--- config.mk ---
export PLATFORM = sky130hd
export DESIGN_NAME = tcp_tx_seg_engine
export DESIGN_NICKNAME = d
export VERILOG_FILES = /design/src/rtl/tcp_tx_seg_engine_pkg.sv /design/src/rtl/tcp_tx_seg_engine_calc.sv /design/src/rtl/tcp_tx_seg_engine.sv
export SDC_FILE = /design/constraint.sdc
export NUM_CORES = 1
export LEC_CHECK = 0
export CORE_MARGIN = 2
export CORE_UTILIZATION = 35
export DETAILED_ROUTE_END_ITERATION = 8
export GPL_TIMING_DRIVEN = 0
export PLACE_DENSITY = 0.63
export SLEW_MARGIN = 20
export SYNTH_ARGS = -nofsm -noshare
export SYNTH_HDL_FRONTEND = slang
export SYNTH_SLANG_ARGS = --single-unit
--- constraint.sdc ---
create_clock -name i_clk -period 19.7 [get_ports i_clk]
set_input_delay 1.97 -clock i_clk [delete_from_list [all_inputs] [get_ports i_clk]]
set_output_delay 1.97 -clock i_clk [all_outputs]
set_load 0.05 [all_outputs]
--- src/rtl/tcp_tx_seg_engine_pkg.sv ---
// Shared types and constants for the TCP transmit segment engine.
// Holds the scheduler command encodings, flow state records, the packet
// header / payload descriptor layouts and a small header builder.
package tcp_tx_seg_engine_pkg;

  localparam int unsigned FLOWID_W         = 4;
  localparam int unsigned TX_PAYLOAD_PTR_W = 15;
  localparam int unsigned PTR_W1           = TX_PAYLOAD_PTR_W + 1;
  localparam int unsigned IP_ADDR_W        = 32;
  localparam int unsigned MSS_BYTES        = 1460;
  localparam int unsigned HDR_WORDS        = 5;

  // Scheduler pending-field encodings
  localparam logic [1:0] PEND_NOP   = 2'd0;
  localparam logic [1:0] PEND_SET   = 2'd1;
  localparam logic [1:0] PEND_CLEAR = 2'd2;

  localparam logic [8:0] TCP_FLAG_ACK = 9'h010;
  localparam logic [8:0] TCP_FLAG_PSH = 9'h008;

  typedef struct packed {
    logic [FLOWID_W-1:0] flowid;
    logic [1:0]          ack_pend;
    logic [1:0]          data_pend;
    logic [1:0]          rt_pend;
  } sched_cmd_t;

  typedef struct packed {
    logic [31:0] our_seq_num;
  } smol_tx_state_t;

  typedef struct packed {
    logic [31:0] ack_num;
  } ack_state_t;

  typedef struct packed {
    logic [31:0]       their_ack_num;
    logic [PTR_W1-1:0] their_win_size;
    logic [15:0]       our_win_size;
    ack_state_t        our_ack_state;
  } smol_rx_state_t;

  typedef struct packed {
    logic [IP_ADDR_W-1:0] host_ip;
    logic [IP_ADDR_W-1:0] dest_ip;
    logic [15:0]          host_port;
    logic [15:0]          dest_port;
  } four_tuple_t;

  typedef struct packed {
    logic [15:0] src_port;
    logic [15:0] dst_port;
    logic [31:0] seq_num;
    logic [31:0] ack_num;
    logic [3:0]  data_offset;
    logic [2:0]  reserved;
    logic [8:0]  flags;
    logic [15:0] win_size;
    logic [15:0] chksum;
    logic [15:0] urg_ptr;
  } tcp_pkt_hdr_t;

  typedef struct packed {
    logic [TX_PAYLOAD_PTR_W-1:0] payload_addr;
    logic [PTR_W1-1:0]           payload_len;
  } payload_buf_t;

  // Checksum is left zero; it is filled in further down the TX pipe.
  function automatic tcp_pkt_hdr_t build_tcp_hdr(input logic [15:0] src_port,
                                                 input logic [15:0] dst_port,
                                                 input logic [31:0] seq_num,
                                                 input logic [31:0] ack_num,
                                                 input logic [15:0] win_size,
                                                 input logic        has_data);
    tcp_pkt_hdr_t h;
    h             = '0;
    h.src_port    = src_port;
    h.dst_port    = dst_port;
    h.seq_num     = seq_num;
    h.ack_num     = ack_num;
    h.data_offset = 4'(HDR_WORDS);
    h.flags       = TCP_FLAG_ACK | (has_data ? TCP_FLAG_PSH : 9'h000);
    h.win_size    = win_size;
    return h;
  endfunction

endpackage

--- src/rtl/tcp_tx_seg_engine_calc.sv ---
// Combinational segment sizing.
// Ports: i_rt_pend / i_data_pend  decoded pending flags
//        i_our_seq_num, i_ack_num  next-to-send and peer-acked sequence numbers
//        i_tail                    application write pointer (PTR_W1 bits)
//        i_their_win               peer receive window
//        o_base_seq, o_payload_len segment start and length
// Pointer math is modulo 2^PTR_W1 so tail/seq wrap is handled naturally.
module tcp_tx_seg_engine_calc
  import tcp_tx_seg_engine_pkg::*;
(
  input  logic              i_rt_pend,
  input  logic              i_data_pend,
  input  logic [31:0]       i_our_seq_num,
  input  logic [31:0]       i_ack_num,
  input  logic [PTR_W1-1:0] i_tail,
  input  logic [PTR_W1-1:0] i_their_win,
  output logic [31:0]       o_base_seq,
  output logic [PTR_W1-1:0] o_payload_len
);

  localparam logic [PTR_W1-1:0] MssW = PTR_W1'(MSS_BYTES);

  logic [31:0]       w_base_seq;
  logic [PTR_W1-1:0] w_unsent;
  logic [PTR_W1-1:0] w_inflight;
  logic [PTR_W1-1:0] w_win_avail;
  logic [PTR_W1-1:0] w_min_a;

  // Retransmit restarts from the last acked byte (go-back-N)
  assign w_base_seq  = i_rt_pend ? i_ack_num : i_our_seq_num;
  assign w_unsent    = i_tail - w_base_seq[PTR_W1-1:0];
  assign w_inflight  = w_base_seq[PTR_W1-1:0] - i_ack_num[PTR_W1-1:0];
  assign w_win_avail = (i_their_win > w_inflight) ? (i_their_win - w_inflight) : '0;
  assign w_min_a     = (w_unsent < w_win_avail) ? w_unsent : w_win_avail;

  assign o_base_seq    = w_base_seq;
  assign o_payload_len = !(i_rt_pend || i_data_pend) ? '0 :
                         (w_min_a < MssW) ? w_min_a : MssW;

endmodule

--- src/rtl/tcp_tx_seg_engine.sv ---
// Per-flow TCP transmit segment engine.
// Accepts one scheduler command, reads the flow's TX/RX state, tail pointer
// and four-tuple from 1-cycle synchronous RAMs, sizes one segment, emits
// header + IPs + payload descriptor, then writes back our_seq_num.
// Ports: i_clk/i_rst           clock, async active-high reset
//        i/o_sched_cmd_*       command handshake (ready only in idle)
//        o_*_rd_req_addr       flow-indexed RAM read addresses
//        i_*_rd_resp           RAM read data, valid the cycle after the address
//        o_tx_state_wr_req_*   sequence number writeback
//        o_tx_pkt_* / i_tx_pkt_rdy  segment output handshake
module tcp_tx_seg_engine
  import tcp_tx_seg_engine_pkg::*;
(
  input  logic                 i_clk,
  input  logic                 i_rst,
  input  logic                 i_sched_cmd_val,
  output logic                 o_sched_cmd_rdy,
  input  sched_cmd_t           i_sched_cmd,
  output logic [FLOWID_W-1:0]  o_tx_state_rd_req_addr,
  output logic [FLOWID_W-1:0]  o_rx_state_rd_req_addr,
  output logic [FLOWID_W-1:0]  o_tx_tail_ptr_rd_req_addr,
  output logic [FLOWID_W-1:0]  o_flow_tuple_rd_req_addr,
  input  smol_tx_state_t       i_tx_state_rd_resp,
  input  smol_rx_state_t       i_rx_state_rd_resp,
  input  logic [PTR_W1-1:0]    i_tx_tail_ptr_rd_resp,
  input  four_tuple_t          i_flow_tuple_rd_resp,
  output logic                 o_tx_state_wr_req_val,
  output logic [FLOWID_W-1:0]  o_tx_state_wr_req_addr,
  output smol_tx_state_t       o_tx_state_wr_req_data,
  output logic                 o_tx_pkt_val,
  input  logic                 i_tx_pkt_rdy,
  output tcp_pkt_hdr_t         o_tx_pkt_hdr,
  output logic [IP_ADDR_W-1:0] o_tx_pkt_src_ip,
  output logic [IP_ADDR_W-1:0] o_tx_pkt_dst_ip,
  output payload_buf_t         o_tx_pkt_payload
);

  typedef enum logic [2:0] {StIdle, StRdReq, StRdResp, StCalc, StSend, StWb} state_e;

  state_e               r_state, w_state_next;
  sched_cmd_t           r_cmd;
  logic [31:0]          r_our_seq;
  smol_rx_state_t       r_rx_state;
  logic [PTR_W1-1:0]    r_tail;
  four_tuple_t          r_tuple;
  tcp_pkt_hdr_t         r_hdr;
  logic [IP_ADDR_W-1:0] r_src_ip;
  logic [IP_ADDR_W-1:0] r_dst_ip;
  payload_buf_t         r_payload;
  logic [31:0]          r_wb_seq;

  logic [FLOWID_W-1:0]  w_rd_addr;
  logic [31:0]          w_base_seq;
  logic [PTR_W1-1:0]    w_payload_len;
  logic                 w_drop;

  tcp_tx_seg_engine_calc u_calc (
    .i_rt_pend     (r_cmd.rt_pend == PEND_SET),
    .i_data_pend   (r_cmd.data_pend == PEND_SET),
    .i_our_seq_num (r_our_seq),
    .i_ack_num     (r_rx_state.our_ack_state.ack_num),
    .i_tail        (r_tail),
    .i_their_win   (r_rx_state.their_win_size),
    .o_base_seq    (w_base_seq),
    .o_payload_len (w_payload_len)
  );

  // Nothing to say: no data to send and no ACK owed
  assign w_drop = (w_payload_len == '0) && (r_cmd.ack_pend != PEND_SET);

  always_ff @(posedge i_clk or posedge i_rst) begin
    if (i_rst) begin
      r_state <= StIdle;
    end else begin
      r_state <= w_state_next;
    end
  end

  always_comb begin
    w_state_next          = r_state;
    o_sched_cmd_rdy       = 1'b0;
    w_rd_addr             = '0;
    o_tx_pkt_val          = 1'b0;
    o_tx_state_wr_req_val = 1'b0;
    unique case (r_state)
      StIdle: begin
        // Ready is forced low while reset is asserted
        o_sched_cmd_rdy = !i_rst;
        if (i_sched_cmd_val && !i_rst) w_state_next = StRdReq;
      end
      StRdReq: begin
        w_rd_addr    = r_cmd.flowid;
        w_state_next = StRdResp;
      end
      StRdResp: w_state_next = StCalc;
      StCalc:   w_state_next = w_drop ? StIdle : StSend;
      StSend: begin
        o_tx_pkt_val = 1'b1;
        if (i_tx_pkt_rdy) w_state_next = StWb;
      end
      StWb: begin
        o_tx_state_wr_req_val = 1'b1;
        w_state_next          = StIdle;
      end
      default: w_state_next = StIdle;
    endcase
  end

  always_ff @(posedge i_clk or posedge i_rst) begin
    if (i_rst) begin
      r_cmd      <= '0;
      r_our_seq  <= '0;
      r_rx_state <= '0;
      r_tail     <= '0;
      r_tuple    <= '0;
      r_hdr      <= '0;
      r_src_ip   <= '0;
      r_dst_ip   <= '0;
      r_payload  <= '0;
      r_wb_seq   <= '0;
    end else begin
      if (r_state == StIdle && i_sched_cmd_val) r_cmd <= i_sched_cmd;
      if (r_state == StRdResp) begin
        r_our_seq  <= i_tx_state_rd_resp.our_seq_num;
        r_rx_state <= i_rx_state_rd_resp;
        r_tail     <= i_tx_tail_ptr_rd_resp;
        r_tuple    <= i_flow_tuple_rd_resp;
      end
      // Output fields only change here, so they hold through backpressure
      if (r_state == StCalc && !w_drop) begin
        r_hdr <= build_tcp_hdr(r_tuple.host_port, r_tuple.dest_port, w_base_seq,
                               r_rx_state.their_ack_num, r_rx_state.our_win_size,
                               w_payload_len != '0);
        r_src_ip               <= r_tuple.host_ip;
        r_dst_ip               <= r_tuple.dest_ip;
        r_payload.payload_addr <= w_base_seq[TX_PAYLOAD_PTR_W-1:0];
        r_payload.payload_len  <= w_payload_len;
        r_wb_seq               <= w_base_seq + 32'(w_payload_len);
      end
    end
  end

  assign o_tx_state_rd_req_addr    = w_rd_addr;
  assign o_rx_state_rd_req_addr    = w_rd_addr;
  assign o_tx_tail_ptr_rd_req_addr = w_rd_addr;
  assign o_flow_tuple_rd_req_addr  = w_rd_addr;

  assign o_tx_state_wr_req_addr          = r_cmd.flowid;
  assign o_tx_state_wr_req_data.our_seq_num = r_wb_seq;

  assign o_tx_pkt_hdr     = r_hdr;
  assign o_tx_pkt_src_ip  = r_src_ip;
  assign o_tx_pkt_dst_ip  = r_dst_ip;
  assign o_tx_pkt_payload = r_payload;

endmodule

==> results.md, run 1 <==
- Setup repair bufs after CTS: 0
- Setup repair after global routing missed its margin: no
- Inst Count DP: 3289
- Via count of the first global-routing pass: 17620
- Worst-case register-to-register setup slack: 5.33 ns
- Core region area: 65860 um^2
- Number of failing hold endpoints at the final stage: 0
- Post-layout min period: 14.37 ns
- Fin Setup TNS: 0 ns
- Upper clock frequency limit: 69.58 MHz
- H-tree levels: 2
- Starting density of the core: 35.42%
- Worst-case clock buffer depth: 3
- Post-CTS clock slew at the launch and capture registers of the worst setup and hold paths: 0.06 ns
- Final standard cell count with taps included and fillers excluded: 3401
- Gr ovfl total: 0
- Critical-path cell with the highest stage delay: sky130_fd_sc_hd__buf_1
- Horiz. Die Dim: 262.2 um
- DRC viols: 0
- Global-route usage over all layers: 20.67%
- Min Hold Slack: 0.4887 ns
- Clk sinks: 479
- DP HPWL: 56150 um
- Fin util: 48.49%
- Count of boundary I/O pins: 564
- TritonCTS clock tree: built
- Max-slew headroom at the worst pin: 11.82%
- Nets: 2817
- FFs w/ async S/R, synth: 100.0%
- Unique masters post-synth: 76
- Number of instances in the synthesized netlist: 1848
- I/O Buffers: 519
- CP max stage delay: 0.73 ns
- Post-synthesis register bit count: 479
- Number of fill cells in the layout: 5868
- Hold/Removal Path Class: flip-flop to flip-flop
- CTS Buf Count: 55
- Number of instances resized during post-cts repair: 0
- Ys Warns: 0
- EDFF count, synth: 0
- Pin slew with the least headroom to its limit: 1.309 ns
- Layout Skew: 0.02656 ns
- Status: complete, no violations
- Start point of the critical path: r_cmd[0]$_DFFE_PP0P_
- Cell at the root of the clock tree: sky130_fd_sc_hd__clkbuf_16
- Number of max-slew violations in the final report: 0
- Mean area per synthesized cell: 12.63 um^2
- Highest net fanout along the worst path: 10
- Standard-cell row count: 94
- Die area: 68740 um^2
- Gpl congestion: 0.8733
- Critical path destination: o_tx_state_wr_req_data[22]$_DFFE_PP0P_
- Fraction of final layout cells with drive strength greater than 1: 26.18%
- Source of the worst register-to-register timing path: r_cmd[0]$_DFFE_PP0P_
- Largest net degree at the start of global routing: 98
- First-pass GRT wire length: 107600 um
- Worst reg2reg endpoint: o_tx_state_wr_req_data[22]$_DFFE_PP0P_
- Most frequently used flop master after synthesis: sky130_fd_sc_hd__dfrtp_1
- Final clock period utilization by the worst path: 72.95%
- Critical path start-end classification: flip-flop to flip-flop
- Number of search-and-repair iterations in the first detailed-routing pass: 6
- R2r worst-path depth: 47
- Clock insertion delay at the later pin of the skew report: 0.63 ns
- Worst setup SP type: flip-flop
- DRT iter0 DRCs: 725
- MaxCap Viol Count: 0
- Fraction of the yosys area taken by sequential cells: 51.38%
- Growth of design area from synthesis to finish: 36.89%
- Detailed-route wire length per cell: 21.37 um
- Number of antenna violations at the first check in global routing: 7
- Vias post-DR: 16580
- Arrival time of the worst setup path: 14.88 ns
- Final antenna-violating net count: 0
- Floorplan die height: 262.2 um
- Routed wire length: 72680 um
- Hold buffer count at cts: 0
- Critical path data required time: 20.20 ns
- Number of endpoints failing setup at the final stage: 0
- Crit path capture type: flip-flop
- Cell area after synthesis: 23330 um^2
- Detail-routed via count per cell: 4.874
## placed cells by master, fill, tap and decap left out, drive strengths merged, types with 49 or more instances in the layout
cell type,instances
inv,76
o21ai,83
nand2,98
dfrtp,479
mux2,440
conb,49
buf,112
nor2,56
ha,77
clkdlybuf4s50,519
a21oi,52
clkbuf,134
## Yosys cell counts (9+ instances only)
master                       n  area (um^2)
sky130_fd_sc_hd__nor2_1     56        210.2
sky130_fd_sc_hd__nor3_1     17        85.08
sky130_fd_sc_hd__buf_4      83        623.1
sky130_fd_sc_hd__nand4_1    14        87.58
sky130_fd_sc_hd__xor2_1     21        183.9
sky130_fd_sc_hd__mux2_4     69         1036
sky130_fd_sc_hd__o21ai_0    82        410.4
sky130_fd_sc_hd__a211oi_1   14        105.1
sky130_fd_sc_hd__clkbuf_1   51        191.4
sky130_fd_sc_hd__ha_1       77        963.4
sky130_fd_sc_hd__inv_1      74        277.8
sky130_fd_sc_hd__o21a_1      9        67.56
sky130_fd_sc_hd__nand2_1    98        367.9
sky130_fd_sc_hd__a21o_1     16        120.1
sky130_fd_sc_hd__xnor2_1    40        350.3
sky130_fd_sc_hd__a21oi_1    51        255.2
sky130_fd_sc_hd__nor2b_1     9        56.30
sky130_fd_sc_hd__nand2b_1   14        87.58
sky130_fd_sc_hd__dfrtp_1   479        11990
sky130_fd_sc_hd__and2_1     19        118.9
sky130_fd_sc_hd__buf_2       9        45.04
sky130_fd_sc_hd__mux2i_1    28        280.3
sky130_fd_sc_hd__mux2_2    371         4178
sky130_fd_sc_hd__nand3_1    11        55.05
## per-layer routing
layer  up-vias  part of all wire, %  GRT usage [%]
li1       7697                    -              -
met1      8230                   40          25.13
met2       542                   49          34.80
met3       109                  8.3          6.617
met4         0                  2.9          6.544
met5         -                    0              0
## how the worst min path moves through the flow
| stage | to | from | slack, ns | cells after the start |
|---|---|---|---|---|
| floorplan | r_cmd[1]$_DFFE_PP0P_ | r_cmd[1]$_DFFE_PP0P_ | 0.47 | 1 |
| global placement | o_tx_pkt_payload[14]$_DFFE_PP0P_ | o_tx_pkt_payload[14]$_DFFE_PP0P_ | 0.47 | 1 |
| detailed placement | o_tx_pkt_payload[13]$_DFFE_PP0P_ | o_tx_pkt_payload[13]$_DFFE_PP0P_ | 0.48 | 1 |
| CTS | o_tx_pkt_payload[13]$_DFFE_PP0P_ | o_tx_pkt_payload[13]$_DFFE_PP0P_ | 0.49 | 1 |
| global route | o_tx_pkt_payload[15]$_DFFE_PP0P_ | o_tx_pkt_payload[15]$_DFFE_PP0P_ | 0.51 | 1 |
| finish | o_tx_pkt_payload[13]$_DFFE_PP0P_ | o_tx_pkt_payload[13]$_DFFE_PP0P_ | 0.49 | 1 |
## registers in the layout, indices dropped and copies added, names as in the netlist, 6 cells and up
signal	count
o_tx_pkt_dst_ip	32
o_tx_pkt_hdr	114
o_tx_pkt_payload	16
o_tx_pkt_src_ip	32
o_tx_state_wr_req_data	32
r_cmd	6
r_our_seq	32
r_rx_state	96
r_tail	16
r_tuple	96
## worst max-delay path: cells and delay by family (launching register included)
kind	cells	cell delay (ns)
xor gates and xnor gates	1	0.16
DFF	1	0.38
buffers and inverters	7	3.43
AOI/OAI and AO/OA	21	6.53
adders and majority gates	5	1.53
and+or+nand+nor	12	1.90
muxes	1	0.28
## cells by family after synthesis
kind of cell	share of synthesized area, %
compound gates	6.821
xor+xnor	2.290
fa+ha+maj	4.473
buf+inv	5.454
flops	51.38
mux	23.55
other cells	0.01607
simple gates	6.022
## metrics by stage
stage	setup slack (ns)	instance area, um^2
final	5.329	31940
after global routing	4.060	31930
after CTS	5.227	31920
after detailed placement	5.290	29980
after global placement	-1.158	29790
after floorplan	4.347	23510
## layout make-up
type                    count  area [um^2]  area share (%)
diodes                      8        20.02         0.06268
flip-flops and latches    479        11990           37.53
well taps                 864         1081           3.385
repair buffers            529         5370           16.81
clock inverters            21        289.0          0.9050
multi-input cells        1190        10260           32.11
inverters                  74        285.3          0.8932
plain buffers             153        997.2           3.122
clock buffers              83         1652           5.171
Power of run 1 is not shown: default switching activity piles up to over one toggle a cycle in this logic, so the estimate is an artifact.
==> run 2, diff against run 1 <==
- clock period: 19.7 -> 13.6 ns (I/O delays scaled with it)
==> run 2 against run 1 <==
Sequential cell count stayed put. Hold slack worse by 0.0041 ns. Register-to-register slack worse by 4.1 ns. Global-route usage is 0.078 points higher. Worst setup slack worse by 4.1 ns. Via count is 0.50% higher. Clock skew is 0.0050 ns higher. Critical endpoint is now o_tx_state_wr_req_data[20]$_DFFE_PP0P_.
==> results.md, run 2 (same netlist as run 1, synthesis figures left out) <==
- Number of antenna violations at the first check in global routing: 10 (was 7)
- Core region area: 65860 um^2 (unchanged)
- Start point of the critical path: r_cmd[1]$_DFFE_PP0P_ (was r_cmd[0]$_DFFE_PP0P_)
- Number of fill cells in the layout: 5839 (was 5868)
- Post-layout min period: 12.42 ns (was 14.37 ns)
- Gr ovfl total: 0 (unchanged)
- Worst reg2reg endpoint: o_tx_state_wr_req_data[20]$_DFFE_PP0P_ (was o_tx_state_wr_req_data[22]$_DFFE_PP0P_)
- Vias post-DR: 16660 (was 16580)
- Post-CTS clock slew at the launch and capture registers of the worst setup and hold paths: 0.06 ns (about the same)
- TritonCTS clock tree: built (unchanged)
- Detail-routed via count per cell: 4.900 (was 4.874)
- Number of endpoints failing setup at the final stage: 0 (unchanged)
- Fraction of final layout cells with drive strength greater than 1: 26.53% (was 26.18%)
- Worst setup SP type: flip-flop (unchanged)
- Worst-case clock buffer depth: 3 (unchanged)
- R2r worst-path depth: 46 (was 47)
- Min Hold Slack: 0.4847 ns (was 0.4887 ns)
- Growth of design area from synthesis to finish: 37.22% (was 36.89%)
- Register area: 11990 um^2 (unchanged)
- Largest net degree at the start of global routing: 36 (was 98)
- Standard-cell row count: 94 (unchanged)
- Die area: 68740 um^2 (unchanged)
- Horiz. Die Dim: 262.2 um (unchanged)
- DP HPWL: 57500 um (was 56150 um)
- Status: complete, no violations (unchanged)
- H-tree levels: 2 (unchanged)
- Starting density of the core: 35.42% (unchanged)
- CP max stage delay: 0.68 ns (was 0.73 ns)
- Number of failing hold endpoints at the final stage: 0 (unchanged)
- Number of max-slew violations in the final report: 0 (unchanged)
- Critical path destination: o_tx_state_wr_req_data[20]$_DFFE_PP0P_ (was o_tx_state_wr_req_data[22]$_DFFE_PP0P_)
- Worst-case register-to-register setup slack: 1.18 ns (was 5.33 ns)
- Detailed-route wire length per cell: 21.50 um (was 21.37 um)
- I/O Buffers: 519 (unchanged)
- Via count of the first global-routing pass: 17640 (was 17620)
- Critical path start-end classification: flip-flop to flip-flop (unchanged)
- Largest register FFs: 114 (unchanged)
- Max-slew headroom at the worst pin: 25.69% (was 11.82%)
- Clock insertion delay at the later pin of the skew report: 0.61 ns (was 0.63 ns)
- Commonest non-fill, non-tap cell in the layout: sky130_fd_sc_hd__clkdlybuf4s50_1 (unchanged)
- Pin slew with the least headroom to its limit: 1.115 ns (was 1.309 ns)
- DRT iter0 DRCs: 799 (was 725)
- Nets: 2828 (was 2817)
- Number of search-and-repair iterations in the first detailed-routing pass: 5 (was 6)
- Final antenna-violating net count: 0 (unchanged)
- Clk sinks: 479 (unchanged)
- DRC viols: 0 (unchanged)
- Routed wire length: 73090 um (was 72680 um)
- Upper clock frequency limit: 80.52 MHz (was 69.58 MHz)
- Highest net fanout along the worst path: 10 (unchanged)
- Hold buffer count at cts: 0 (unchanged)
- CP dominant cell by count: sky130_fd_sc_hd__o21ai_0
- Footprint of the multi-input gates: 10310 um^2 (was 10260 um^2)
- Source of the worst register-to-register timing path: r_cmd[1]$_DFFE_PP0P_ (was r_cmd[0]$_DFFE_PP0P_)
- CTS Buf Count: 53 (was 55)
- Setup repair after global routing missed its margin: no (unchanged)
- First-pass GRT wire length: 108100 um (was 107600 um)
- Critical path data required time: 14.08 ns (was 20.20 ns)
- Arrival time of the worst setup path: 12.90 ns (was 14.88 ns)
- MaxCap Viol Count: 0 (unchanged)
- Global-route usage over all layers: 20.75% (was 20.67%)
- Most frequent cells in the layout: sky130_fd_sc_hd__clkdlybuf4s50_1 (519), sky130_fd_sc_hd__dfrtp_1 (479), sky130_fd_sc_hd__mux2_2 (371), sky130_fd_sc_hd__nand2_1 (98), sky130_fd_sc_hd__buf_4 (90) (was sky130_fd_sc_hd__clkdlybuf4s50_1 (519), sky130_fd_sc_hd__dfrtp_1 (479), sky130_fd_sc_hd__mux2_2 (371), sky130_fd_sc_hd__nand2_1 (98), sky130_fd_sc_hd__buf_4 (88))
- Gpl congestion: 0.8864 (was 0.8733)
- Final clock period utilization by the worst path: 91.32% (was 72.95%)
- Crit path capture type: flip-flop (unchanged)
- Count of boundary I/O pins: 564 (unchanged)
- Layout Skew: 0.03160 ns (was 0.02656 ns)
- Critical-path cell with the highest stage delay: sky130_fd_sc_hd__o21ai_1 (was sky130_fd_sc_hd__buf_1)
- Hold/Removal Path Class: flip-flop to flip-flop (unchanged)
- Floorplan die height: 262.2 um (unchanged)
- Cell at the root of the clock tree: sky130_fd_sc_hd__clkbuf_16 (unchanged)
## run 2: changes by cell type in the layout (fill, tap and decap cells not counted), moves of 3 or more
cell / previous run / this run
sky130_fd_sc_hd__clkbuf_8: 17 / 10
sky130_fd_sc_hd__buf_16: 5 / 2
sky130_fd_sc_hd__o21ai_0: 71 / 68
sky130_fd_sc_hd__buf_12: 0 / 14
sky130_fd_sc_hd__o41ai_2: 0 / 3
sky130_fd_sc_hd__o41ai_1: 5 / 2
## run 2: worst min path at each step
stage,start,endpoint,cells past startpoint
after floorplan,r_cmd[1]$_DFFE_PP0P_,r_cmd[1]$_DFFE_PP0P_,1
after global placement,o_tx_pkt_payload[11]$_DFFE_PP0P_,o_tx_pkt_payload[11]$_DFFE_PP0P_,1
after detailed placement,o_tx_pkt_payload[11]$_DFFE_PP0P_,o_tx_pkt_payload[11]$_DFFE_PP0P_,1
after CTS,r_rx_state[45]$_DFFE_PP0P_,o_tx_pkt_hdr[45]$_DFFE_PP0P_,1
after global routing,r_rx_state[45]$_DFFE_PP0P_,o_tx_pkt_hdr[45]$_DFFE_PP0P_,1
final,o_tx_pkt_payload[11]$_DFFE_PP0P_,o_tx_pkt_payload[11]$_DFFE_PP0P_,1
## run 2: timing repair
item                                    CTS  global route
gates resized for setup                   5            16
buffers inserted                          0             0
endpoints found under the setup margin   12            18
## run 2: area by class of cell
type	count	share of cell area, %
Antenna cell	7	0.05471
Buffer	152	3.142
Clock buffer	76	4.725
Clock inverter	15	0.7035
Inverter	74	0.8793
Multi-Input combinational cell	1190	32.19
Sequential cell	479	37.44
Tap cell	864	3.377
Timing Repair Buffer	543	17.48
## run 2: layer usage
layer  track usage (%)  routed length (um)  vias up
li1                  -                   -     7708
met1             24.85               29110     8250
met2             34.67               34680      567
met3             6.732                6356      132
met4             7.941                2911        4
met5                 0                  25        -
## run 2: critical path, delay by kind of cell, from the launching register on
family / cells / cell delay, ns
AND/OR/NAND/NOR: 10 / 1.86
multiplexers: 1 / 0.27
adder cells (fa/ha/maj): 5 / 1.43
AO/OA/AOI/OAI: 23 / 6.04
flip-flops: 1 / 0.37
XOR/XNOR: 1 / 0.17
buffers and inverters: 6 / 2.12
## run 2: metrics by stage
step / util [%] / TNS, ns / setup WS, ns / cell area (um^2) / std cells
floorplan: - / 0 / 2.814 / 23520 / 1896
global placement: 45.23 / -5.500 / -0.8315 / 29790 / 3279
detailed placement: 45.84 / -5.892 / -0.8487 / 30190 / 3303
CTS: 48.51 / 0 / 0.01928 / 31950 / 3394
global route: 48.61 / 0 / 0.03330 / 32020 / 3400
finish: 48.61 / 0 / 1.181 / 32020 / 3400
Power of run 2 is left out for the same reason.
